**src/rtl/mc_ctrl_if.sv**
```systemverilog
// Shared instruction/data memory port between the sequencer (master) and memory (slave).
interface mc_ctrl_if;
    logic mem_req;
    logic mem_we;
    logic mem_addr_sel;
    logic mem_ack;

    modport master (output mem_req, mem_we, mem_addr_sel, input mem_ack);
    modport slave  (input mem_req, mem_we, mem_addr_sel, output mem_ack);
endinterface

```
**src/rtl/mc_ctrl.sv**
```systemverilog
// Multicycle RV32I sequencer: FETCH/DECODE/EXEC/MEM/WB with illegal-opcode and memory-timeout traps.
// Optional perf counters are built when MC_PERF_CNT_EN is defined.
module mc_ctrl #(
    parameter int unsigned TIMEOUT_CYC = 255
) (
    input  logic        clk,
    input  logic        rst,
    mc_ctrl_if.master   mem,
    input  logic [31:0] insn,
    input  logic        br_taken,
    output logic        ir_we,
    output logic        pc_we,
    output logic [1:0]  pc_sel,
    output logic        alu_a_sel,
    output logic        alu_b_sel,
    output logic        rf_we,
    output logic [1:0]  wb_sel,
    output logic        illegal,
    output logic        bus_err,
    output logic [2:0]  state_o,
    output logic [31:0] cycle_cnt,
    output logic [31:0] instret_cnt
);
    typedef enum logic [2:0] {
        S_IDLE   = 3'd0,
        S_FETCH  = 3'd1,
        S_DECODE = 3'd2,
        S_EXEC   = 3'd3,
        S_MEM    = 3'd4,
        S_WB     = 3'd5,
        S_TRAP   = 3'd7
    } state_t;

    localparam logic [6:0] OP_LUI   = 7'b0110111;
    localparam logic [6:0] OP_AUIPC = 7'b0010111;
    localparam logic [6:0] OP_JAL   = 7'b1101111;
    localparam logic [6:0] OP_JALR  = 7'b1100111;
    localparam logic [6:0] OP_BR    = 7'b1100011;
    localparam logic [6:0] OP_LOAD  = 7'b0000011;
    localparam logic [6:0] OP_STORE = 7'b0100011;
    localparam logic [6:0] OP_IMM   = 7'b0010011;
    localparam logic [6:0] OP_OP    = 7'b0110011;

    // The counter only has to reach TIMEOUT_CYC-1: the trap fires on the increment that would hit the limit.
    localparam int unsigned WW   = (TIMEOUT_CYC < 2) ? 1 : $clog2(TIMEOUT_CYC);
    localparam int unsigned TLIM = (TIMEOUT_CYC == 0) ? 0 : TIMEOUT_CYC - 1;
    localparam logic [WW-1:0] TLIM_W = TLIM[WW-1:0];

    state_t        r_state, w_next;
    logic [WW-1:0] r_wait;
    logic          r_illegal, r_bus_err;
    logic [6:0]    w_op;
    logic          w_legal, w_tmo;
    logic          w_unused;

    assign w_op     = insn[6:0];
    assign w_unused = ^insn[31:7];
    assign w_tmo    = (TIMEOUT_CYC != 0) && (r_wait == TLIM_W);

    always_comb begin
        case (w_op)
            OP_LUI, OP_AUIPC, OP_JAL, OP_JALR, OP_BR,
            OP_LOAD, OP_STORE, OP_IMM, OP_OP: w_legal = 1'b1;
            default:                          w_legal = 1'b0;
        endcase
    end

    always_comb begin
        w_next           = r_state;
        mem.mem_req      = 1'b0;
        mem.mem_we       = 1'b0;
        mem.mem_addr_sel = 1'b0;
        ir_we            = 1'b0;
        pc_we            = 1'b0;
        pc_sel           = 2'd0;
        alu_a_sel        = 1'b0;
        alu_b_sel        = 1'b0;
        rf_we            = 1'b0;
        wb_sel           = 2'd0;
        case (r_state)
            S_IDLE: w_next = S_FETCH;
            S_FETCH: begin
                mem.mem_req = 1'b1;
                if (mem.mem_ack) begin
                    ir_we  = 1'b1;
                    w_next = S_DECODE;
                end else if (w_tmo) begin
                    w_next = S_TRAP;
                end
            end
            S_DECODE: w_next = w_legal ? S_EXEC : S_TRAP;
            S_EXEC: begin
                alu_a_sel = (w_op == OP_AUIPC) || (w_op == OP_JAL) || (w_op == OP_BR);
                alu_b_sel = (w_op != OP_OP);
                if ((w_op == OP_LOAD) || (w_op == OP_STORE)) begin
                    w_next = S_MEM;
                end else if (w_op == OP_BR) begin
                    pc_we  = 1'b1;
                    pc_sel = {1'b0, br_taken};
                    w_next = S_FETCH;
                end else begin
                    w_next = S_WB;
                end
            end
            S_MEM: begin
                mem.mem_req      = 1'b1;
                mem.mem_addr_sel = 1'b1;
                mem.mem_we       = (w_op == OP_STORE);
                if (mem.mem_ack) begin
                    if (w_op == OP_STORE) begin
                        pc_we  = 1'b1;
                        w_next = S_FETCH;
                    end else begin
                        w_next = S_WB;
                    end
                end else if (w_tmo) begin
                    w_next = S_TRAP;
                end
            end
            S_WB: begin
                rf_we  = 1'b1;
                pc_we  = 1'b1;
                w_next = S_FETCH;
                case (w_op)
                    OP_LOAD:         wb_sel = 2'd1;
                    OP_JAL, OP_JALR: wb_sel = 2'd2;
                    OP_LUI:          wb_sel = 2'd3;
                    default:         wb_sel = 2'd0;
                endcase
                if (w_op == OP_JAL)       pc_sel = 2'd1;
                else if (w_op == OP_JALR) pc_sel = 2'd2;
            end
            S_TRAP:  w_next = S_TRAP;
            default: w_next = S_IDLE;
        endcase
    end

    always_ff @(posedge clk or posedge rst) begin
        if (rst) begin
            r_state   <= S_IDLE;
            r_wait    <= '0;
            r_illegal <= 1'b0;
            r_bus_err <= 1'b0;
        end else begin
            r_state <= w_next;
            if (w_next != r_state)
                r_wait <= '0;
            else if (mem.mem_req && !mem.mem_ack)
                r_wait <= r_wait + 1'b1;
            if ((r_state == S_DECODE) && !w_legal)
                r_illegal <= 1'b1;
            if (mem.mem_req && !mem.mem_ack && w_tmo)
                r_bus_err <= 1'b1;
        end
    end

    assign illegal = r_illegal;
    assign bus_err = r_bus_err;
    assign state_o = r_state;

`ifdef MC_PERF_CNT_EN
    logic [31:0] r_cyc, r_ret;
    always_ff @(posedge clk or posedge rst) begin
        if (rst) begin
            r_cyc <= '0;
            r_ret <= '0;
        end else begin
            if ((r_state != S_IDLE) && (r_state != S_TRAP)) r_cyc <= r_cyc + 32'd1;
            if (pc_we) r_ret <= r_ret + 32'd1;
        end
    end
    assign cycle_cnt   = r_cyc;
    assign instret_cnt = r_ret;
`else
    assign cycle_cnt   = 32'd0;
    assign instret_cnt = 32'd0;
`endif
endmodule

```
**src/flat_wrapper.sv**
```systemverilog
// flat-port wrapper written by rule: the top's interface ports become plain ports
module mc_ctrl_flat 
#(
    parameter int unsigned TIMEOUT_CYC = 255
)
  (clk, rst, insn, br_taken, ir_we, pc_we, pc_sel, alu_a_sel, alu_b_sel, rf_we, wb_sel, illegal, bus_err, state_o, cycle_cnt, instret_cnt, mem_mem_req, mem_mem_we, mem_mem_addr_sel, mem_mem_ack);
  mc_ctrl_if mem_i ();
  input  logic clk;
  input  logic rst;
  input  logic [31:0] insn;
  input  logic br_taken;
  output logic ir_we;
  output logic pc_we;
  output logic [1:0] pc_sel;
  output logic alu_a_sel;
  output logic alu_b_sel;
  output logic rf_we;
  output logic [1:0] wb_sel;
  output logic illegal;
  output logic bus_err;
  output logic [2:0] state_o;
  output logic [31:0] cycle_cnt;
  output logic [31:0] instret_cnt;
  output wire logic [$bits(mem_i.mem_req)-1:0] mem_mem_req;
  output wire logic [$bits(mem_i.mem_we)-1:0] mem_mem_we;
  output wire logic [$bits(mem_i.mem_addr_sel)-1:0] mem_mem_addr_sel;
  input wire logic [$bits(mem_i.mem_ack)-1:0] mem_mem_ack;
  assign mem_mem_req = mem_i.mem_req;
  assign mem_mem_we = mem_i.mem_we;
  assign mem_mem_addr_sel = mem_i.mem_addr_sel;
  assign mem_i.mem_ack = mem_mem_ack;
  mc_ctrl #(.TIMEOUT_CYC(TIMEOUT_CYC)) u_core (.clk(clk), .rst(rst), .mem(mem_i), .insn(insn), .br_taken(br_taken), .ir_we(ir_we), .pc_we(pc_we), .pc_sel(pc_sel), .alu_a_sel(alu_a_sel), .alu_b_sel(alu_b_sel), .rf_we(rf_we), .wb_sel(wb_sel), .illegal(illegal), .bus_err(bus_err), .state_o(state_o), .cycle_cnt(cycle_cnt), .instret_cnt(instret_cnt));
endmodule
```
**config.mk**
```make
export PLATFORM = sky130hd
export DESIGN_NAME = mc_ctrl_flat
export DESIGN_NICKNAME = d
export VERILOG_FILES = /design/src/rtl/mc_ctrl_if.sv /design/src/rtl/mc_ctrl.sv /design/src/flat_wrapper.sv
export SDC_FILE = /design/constraint.sdc
export NUM_CORES = 1
export LEC_CHECK = 0
export BUFFER_PORTS_ARGS = -buffer_cell sky130_fd_sc_hd__buf_2
export CORE_MARGIN = 2
export CORE_UTILIZATION = 43
export DETAILED_ROUTE_END_ITERATION = 10
export GPL_TIMING_DRIVEN = 0
export PLACE_DENSITY = 0.86
export SLEW_MARGIN = 10
export SYNTH_ARGS = -nofsm -noshare
export SYNTH_HDL_FRONTEND = slang
export SYNTH_SLANG_ARGS = --single-unit
export TNS_END_PERCENT = 30
```
**constraint.sdc**
```tcl
create_clock -name clk -period 5.5 [get_ports clk]
set_input_delay 1.1 -clock clk [delete_from_list [all_inputs] [get_ports clk]]
set_output_delay 1.1 -clock clk [all_outputs]
set_load 0.005 [all_outputs]
```
; ---- After elaboration in Yosys (flattened, before gate mapping)
; Index checks and enable logic that the tools add are counted.
[word_totals]
regBits = 13
inputBits = 36
out_inout_bits = 81
word_cells = 68
[op_classes]
add_sub_neg = 1
n_eq_ne = 18
muxes = 31
reduce_logical = 14
[op_table]
columns = cell, n
row1 = $eq A7 B6 Y1 const B, 3
row2 = $eq A7 B7 Y1 const B, 3
row3 = $mux W3, 7
row4 = $pmux W3 S6, 1
row5 = $mux W8, 2
row6 = $eq A7 B5 Y1 const B, 2
row7 = $mux W1, 14
row8 = $eq A3 B3 Y1 const B, 3
row9 = $reduce_or A9 Y1, 1
row10 = $add A8 B1 Y8 const B, 1
row11 = $eq A8 B8 Y1 const B, 1
row12 = $mux W2, 4
row13 = $eq A7 B2 Y1 const B, 1
row14 = $ne A7 B6 Y1 const B, 1
row15 = $eq A3 B2 Y1 const B, 2
row16 = $pmux W2 S3, 1
row17 = $reduce_or A2 Y1, 3
row18 = $pmux W2 S2, 1
row19 = $eq A3 B1 Y1 const B, 1
row20 = $logic_and A1 B1 Y1, 3
row21 = $logic_not A3 Y1, 1
row22 = $logic_or A1 B1 Y1, 3
row23 = $ne A3 B3 Y1, 1
row24 = $pmux W1 S3, 1
row25 = 2 further kinds, 3

; ---- Logic depth before layout (Yosys ltp)
[depth]
depth_word = 7
depth_mapped = 6
mapped_depth_nobuf = 5

; ---- Worst setup path before layout
; OpenSTA, ideal clock, no wires.
[synth_path]
path_kind = in2out
startpoint = input insn[3]
endpoint = output pc_we
arrival_ps = 2256
required_ps = 4400
path_slack_ps = 2144
cell_stages = 5
path_buffers = 1
cell_sequence = clkbuf_1 > nand4bb_1 > or3_1 > nor3_1 > a211o_1
[synth_via]
elab_chain_cells = 4
word_cells_on_any_way = 9
cone_classes = eq/ne (3) / mux (5) / reduce/logical (1)
[synth_rtl]
columns = item, line
row1 = start: declaration, flat_wrapper.sv:10  ; input logic [31:0] insn;
row2 = "$eq A7 B6 Y1, or another cell as far along", "mc_ctrl.sv:95, mc_ctrl.sv:110"
row3 = "$mux W1, or another cell as far along", mc_ctrl.sv:110  ; if (w_op == OP_STORE) begin
row4 = "$mux W1, on equally long branches", "mc_ctrl.sv:109, mc_ctrl.sv:95"
row5 = $pmux W1 S3 (*), mc_ctrl.sv:80  ; case (r_state)
row6 = end: declaration, flat_wrapper.sv:13  ; output logic pc_we;
; Mark *: on every way between the ends. The rest lies on a longest branch, timed or not.

; ---- Worst setup path after layout
; Ends and elaborated chain as after synthesis.

==> impl_metrics.prom <==
# TYPE chip_impl_metric gauge
chip_impl_info{name="endpoint_with_the_worst_hold_slack",value="u_core.bus_err$_DFFE_PP0P_"} 1
chip_impl_metric{name="first_global_vias",unit=""} 1077
chip_impl_metric{name="cts_setup_buffers",unit=""} 0
chip_impl_metric{name="synth_top_area_frac",unit=""} 0.327
chip_impl_metric{name="ctsHoldBuffers",unit=""} 0
chip_impl_metric{name="port_buf_inserts",unit=""} 22
chip_impl_metric{name="combPwrFrac",unit=""} 0.596
chip_impl_metric{name="post_synth_inst_count",unit=""} 187
chip_impl_metric{name="die_area",unit="µm²"} 3960
chip_impl_info{name="start_kind",value="input pin"} 1
chip_impl_metric{name="peak_fanout_along_the_critical_path",unit=""} 9
chip_impl_metric{name="nFillCells",unit=""} 322
chip_impl_metric{name="via_count",unit=""} 1295
chip_impl_metric{name="initial_utilization",unit=""} 0.448
chip_impl_metric{name="wl",unit="µm"} 2810
chip_impl_metric{name="antenna_violating_nets_post_route",unit=""} 0
chip_impl_metric{name="worstSkewPairLatency",unit="ns"} 0.27
chip_impl_metric{name="io_pins",unit=""} 117
chip_impl_metric{name="min_delay_path_depth",unit=""} 1
chip_impl_metric{name="min_period_over_period",unit=""} 0.649
chip_impl_metric{name="fin_worst_skew",unit="ns"} 0.00698
chip_impl_metric{name="synth_seq_area_share",unit=""} 0.218
chip_impl_metric{name="layout_cells_sized_above_1",unit=""} 0.333
chip_impl_metric{name="ys_async_sr_fraction",unit=""} 1.00
chip_impl_metric{name="drt_first_iter_violations",unit=""} 105
chip_impl_metric{name="antenna_cells",unit=""} 0
chip_impl_metric{name="slew_violations",unit=""} 0
chip_impl_info{name="reg2reg_from",value="u_core.state_o[1]$_DFF_PP0_"} 1
chip_impl_metric{name="timing.critical_path.required",unit="ns"} 4.40
chip_impl_metric{name="setup_viol",unit=""} 0
chip_impl_info{name="critPathKind",value="input pin to output port"} 1
chip_impl_metric{name="leakagePower",unit="nW"} 1.06
chip_impl_metric{name="grt_util_all_layers",unit=""} 0.137
chip_impl_metric{name="design.core.area",unit="µm²"} 3340
chip_impl_metric{name="layout.cells.non_filler",unit=""} 322
chip_impl_info{name="synth_area_leader_cell",value="sky130_fd_sc_hd__buf_4"} 1
chip_impl_metric{name="power-per-cell-area",unit="nW/µm²"} 235
chip_impl_metric{name="overflow_after_grt",unit=""} 0
chip_impl_info{name="worst_path_max_delay_cell",value="sky130_fd_sc_hd__or3_1"} 1
chip_impl_metric{name="netSwitchingPower",unit="W"} 0.000192
chip_impl_metric{name="place_worst_setup_slack",unit="ns"} 1.96
chip_impl_metric{name="synthToLayoutAreaGrowth",unit="%"} 28.8
chip_impl_metric{name="number_of_antenna_violations_at_the_first_check_in_global_routing",unit=""} 0
chip_impl_metric{name="dpl.cell_count",unit=""} 318
chip_impl_metric{name="place.detailed.hpwl",unit="µm"} 2260
chip_impl_info{name="setup_repair_after_global_routing_missed_its_margin",value="false"} 1
chip_impl_metric{name="tightest_slew",unit="ns"} 0.751
chip_impl_info{name="status",value="completed"} 1
chip_impl_metric{name="row_count",unit=""} 21
chip_impl_metric{name="path_clk_slew",unit="ns"} 0.08
chip_impl_metric{name="yosys_register_bits",unit=""} 13
chip_impl_metric{name="timing.fmax",unit="MHz"} 280
chip_impl_metric{name="period_minus_slack",unit="ns"} 3.57
chip_impl_info{name="crit-reg2reg-capture",value="u_core.r_wait[1]$_DFFE_PP0P_"} 1
chip_impl_metric{name="postLayoutSetupSlackWorst",unit="ns"} 1.93
chip_impl_metric{name="ir_worst_vdd",unit="mV"} 0.140
chip_impl_metric{name="global_route_wire_length_before_repair",unit="µm"} 4620
chip_impl_metric{name="die_span_x",unit="µm"} 62.9
chip_impl_metric{name="cts_resized",unit=""} 0
chip_impl_metric{name="num-nets-final",unit=""} 315
chip_impl_metric{name="wl_per_cell",unit="µm"} 8.72
chip_impl_metric{name="cts_htree_levels",unit=""} 1
chip_impl_metric{name="final_hold_viol_count",unit=""} 0
chip_impl_metric{name="post_dp_cell_area",unit="µm²"} 1900
chip_impl_metric{name="clock_buffer_depth",unit=""} 2
chip_impl_metric{name="pwr-share-seq",unit=""} 0.275
chip_impl_metric{name="cts_made_buffers",unit=""} 3
chip_impl_info{name="critical_path.startpoint",value="insn[3]"} 1
chip_impl_metric{name="route.layer.met1.wl",unit="µm"} 1190
chip_impl_info{name="timing.hold.worst.start",value="u_core.bus_err$_DFFE_PP0P_"} 1
chip_impl_metric{name="power_switching_share",unit=""} 0.425
chip_impl_info{name="endpoint_kind",value="output port"} 1
chip_impl_info{name="crit_path_cell_trace",value="clkbuf_1 > nand4bb_1 > or3_1 > nor3_1 > a211o_1 > buf_2"} 1
chip_impl_metric{name="drt-pass1-iter-count",unit=""} 4
chip_impl_metric{name="met3_length",unit="µm"} 245
chip_impl_metric{name="vertical_die_dimension",unit="µm"} 62.9
chip_impl_metric{name="final_cell_area",unit="µm²"} 1920
chip_impl_metric{name="slew_headroom",unit=""} 0.499
chip_impl_info{name="topRoutingLayerUsed",value="met4"} 1
chip_impl_metric{name="worst-endpoint-arrival",unit="ns"} 2.47
chip_impl_info{name="hold_path_class",value="register to register"} 1
chip_impl_metric{name="synth-warning-count",unit=""} 0
chip_impl_metric{name="power.clock.fraction",unit=""} 0.129
chip_impl_metric{name="critical-path-max-stage-delay",unit="ns"} 0.36
chip_impl_info{name="synth_ff_type",value="sky130_fd_sc_hd__dfrtp_1"} 1
chip_impl_metric{name="worstRegToRegCells",unit=""} 4
chip_impl_info{name="tritoncts",value="yes"} 1
chip_impl_metric{name="netlist_area",unit="µm²"} 1490
chip_impl_metric{name="gp_congestion",unit=""} 0.835
chip_impl_metric{name="remaining_drc_errors",unit=""} 0
chip_impl_metric{name="fin_tns_setup",unit="ns"} 0
chip_impl_metric{name="vias_per_cell",unit=""} 4.02
chip_impl_metric{name="internal_power",unit="W"} 0.000259
chip_impl_metric{name="synth-edff-count",unit=""} 0
chip_impl_metric{name="drv_cap",unit=""} 0
chip_impl_info{name="netlist_top_cells_area",value="sky130_fd_sc_hd__buf_4, sky130_fd_sc_hd__dfrtp_1, sky130_fd_sc_hd__nor2_1, sky130_fd_sc_hd__xnor2_1, sky130_fd_sc_hd__nor3_1"} 1
chip_impl_metric{name="ys_types",unit=""} 42
chip_impl_metric{name="clkSinkCount",unit=""} 13
chip_impl_metric{name="met2_wirelength",unit="µm"} 1370
chip_impl_metric{name="postSynthAreaPerCell",unit="µm²"} 7.99
chip_impl_metric{name="reg2reg_slack",unit="ns"} 3.54
chip_impl_metric{name="maximum_number_of_pins_on_one_net_before_global_route_repair",unit=""} 14
chip_impl_info{name="clockRootBuffer",value="sky130_fd_sc_hd__clkbuf_4"} 1
-- placed cells by master (no fill, tap or decap), drive strengths merged, types with 4 or more instances in the layout --
cell type,synthesis,final
nor2,16,16
nor3,9,9
nand3b,4,4
dfrtp,13,13
clkbuf,7,11
inv,6,6
nand3,6,6
xnor2,7,7
nand2,8,8
buf,66,88
conb,1,64
-- registers in the layout, indices dropped and copies added (netlist names) --
| signal | cells |
|---|---|
| u_core.bus_err | 1 |
| u_core.illegal | 1 |
| u_core.r_wait | 8 |
| u_core.state_o | 3 |
-- cell usage after synthesis, types with 2 or more instances --
cell,instances
sky130_fd_sc_hd__a211oi_1,2
sky130_fd_sc_hd__a21oi_1,2
sky130_fd_sc_hd__a31oi_1,2
sky130_fd_sc_hd__and4_1,2
sky130_fd_sc_hd__buf_4,65
sky130_fd_sc_hd__clkbuf_1,7
sky130_fd_sc_hd__dfrtp_1,13
sky130_fd_sc_hd__ha_1,2
sky130_fd_sc_hd__inv_1,6
sky130_fd_sc_hd__nand2_1,8
sky130_fd_sc_hd__nand2b_1,3
sky130_fd_sc_hd__nand3_1,6
sky130_fd_sc_hd__nand3b_1,4
sky130_fd_sc_hd__nand4_1,2
sky130_fd_sc_hd__nor2_1,16
sky130_fd_sc_hd__nor3_1,9
sky130_fd_sc_hd__nor4_1,3
sky130_fd_sc_hd__nor4b_1,3
sky130_fd_sc_hd__or3_1,2
sky130_fd_sc_hd__or4_1,2
sky130_fd_sc_hd__xnor2_1,6
sky130_fd_sc_hd__xor2_1,2
-- layer usage --
layer	GRT usage	up-vias
li1	-	685
met4	0.0250	0
met5	0	-
met2	0.242	59
met1	0.175	549
met3	0.0234	2
-- worst max-delay path: cells and delay by family --
kind                   cells  cell delay, ns
AOI/OAI and AO/OA          1            0.17
buffers and inverters      2            0.27
and+or+nand+nor            3            0.93
-- worst max path at each step --
stage                        to  cells after the start
after floorplan           pc_we                      5
after global placement    pc_we                      6
after detailed placement  pc_we                      6
after CTS                 pc_we                      6
after global routing      pc_we                      6
final                     pc_we                      6
-- logic make-up (layout without fill, tap and decap cells) --
logic type / after synthesis / in the layout / share of synthesized area
buffers and inverters: 79 / 105 / 0.367
and+or+nand+nor: 65 / 65 / 0.242
AOI/OAI and AO/OA: 18 / 18 / 0.0888
DFF: 13 / 13 / 0.218
xor gates and xnor gates: 9 / 9 / 0.0653
adders and majority gates: 2 / 2 / 0.0167
other: 1 / 64 / 0.00251
-- power by group through the flow --
stage,Sequential (W),Combinational [W],Clock [W]
CTS,0.000124,0.000269,0.0000600
floorplan,0.000125,0.000203,0
detailed placement,0.000126,0.000267,0
global placement,0.000125,0.000265,0
finish,0.000124,0.000269,0.0000581
global route,0.000126,0.000300,0.0000639
-- final cells by class --
| cell class | count | area, µm² | share of cell area |
|---|---|---|---|
| multi-input combinational | 158 | 857 | 0.445 |
| tap | 46 | 57.6 | 0.0299 |
| inverter | 6 | 22.5 | 0.0117 |
| timing repair buffer | 22 | 110 | 0.0572 |
| clock buffer | 4 | 26.3 | 0.0137 |
| sequential | 13 | 325 | 0.169 |
| buffer | 73 | 526 | 0.273 |
-- per-stage QoR --
stage	hold slack (ns)	total power, W	util
final	0.464	0.000451	0.577
after global routing	0.479	0.000490	0.577
after CTS	0.465	0.000453	0.577
after detailed placement	0.447	0.000393	0.569
after global placement	0.437	0.000391	0.569
after floorplan	0.451	0.000328	-
Note: power is estimated with default switching activity, not from simulation.
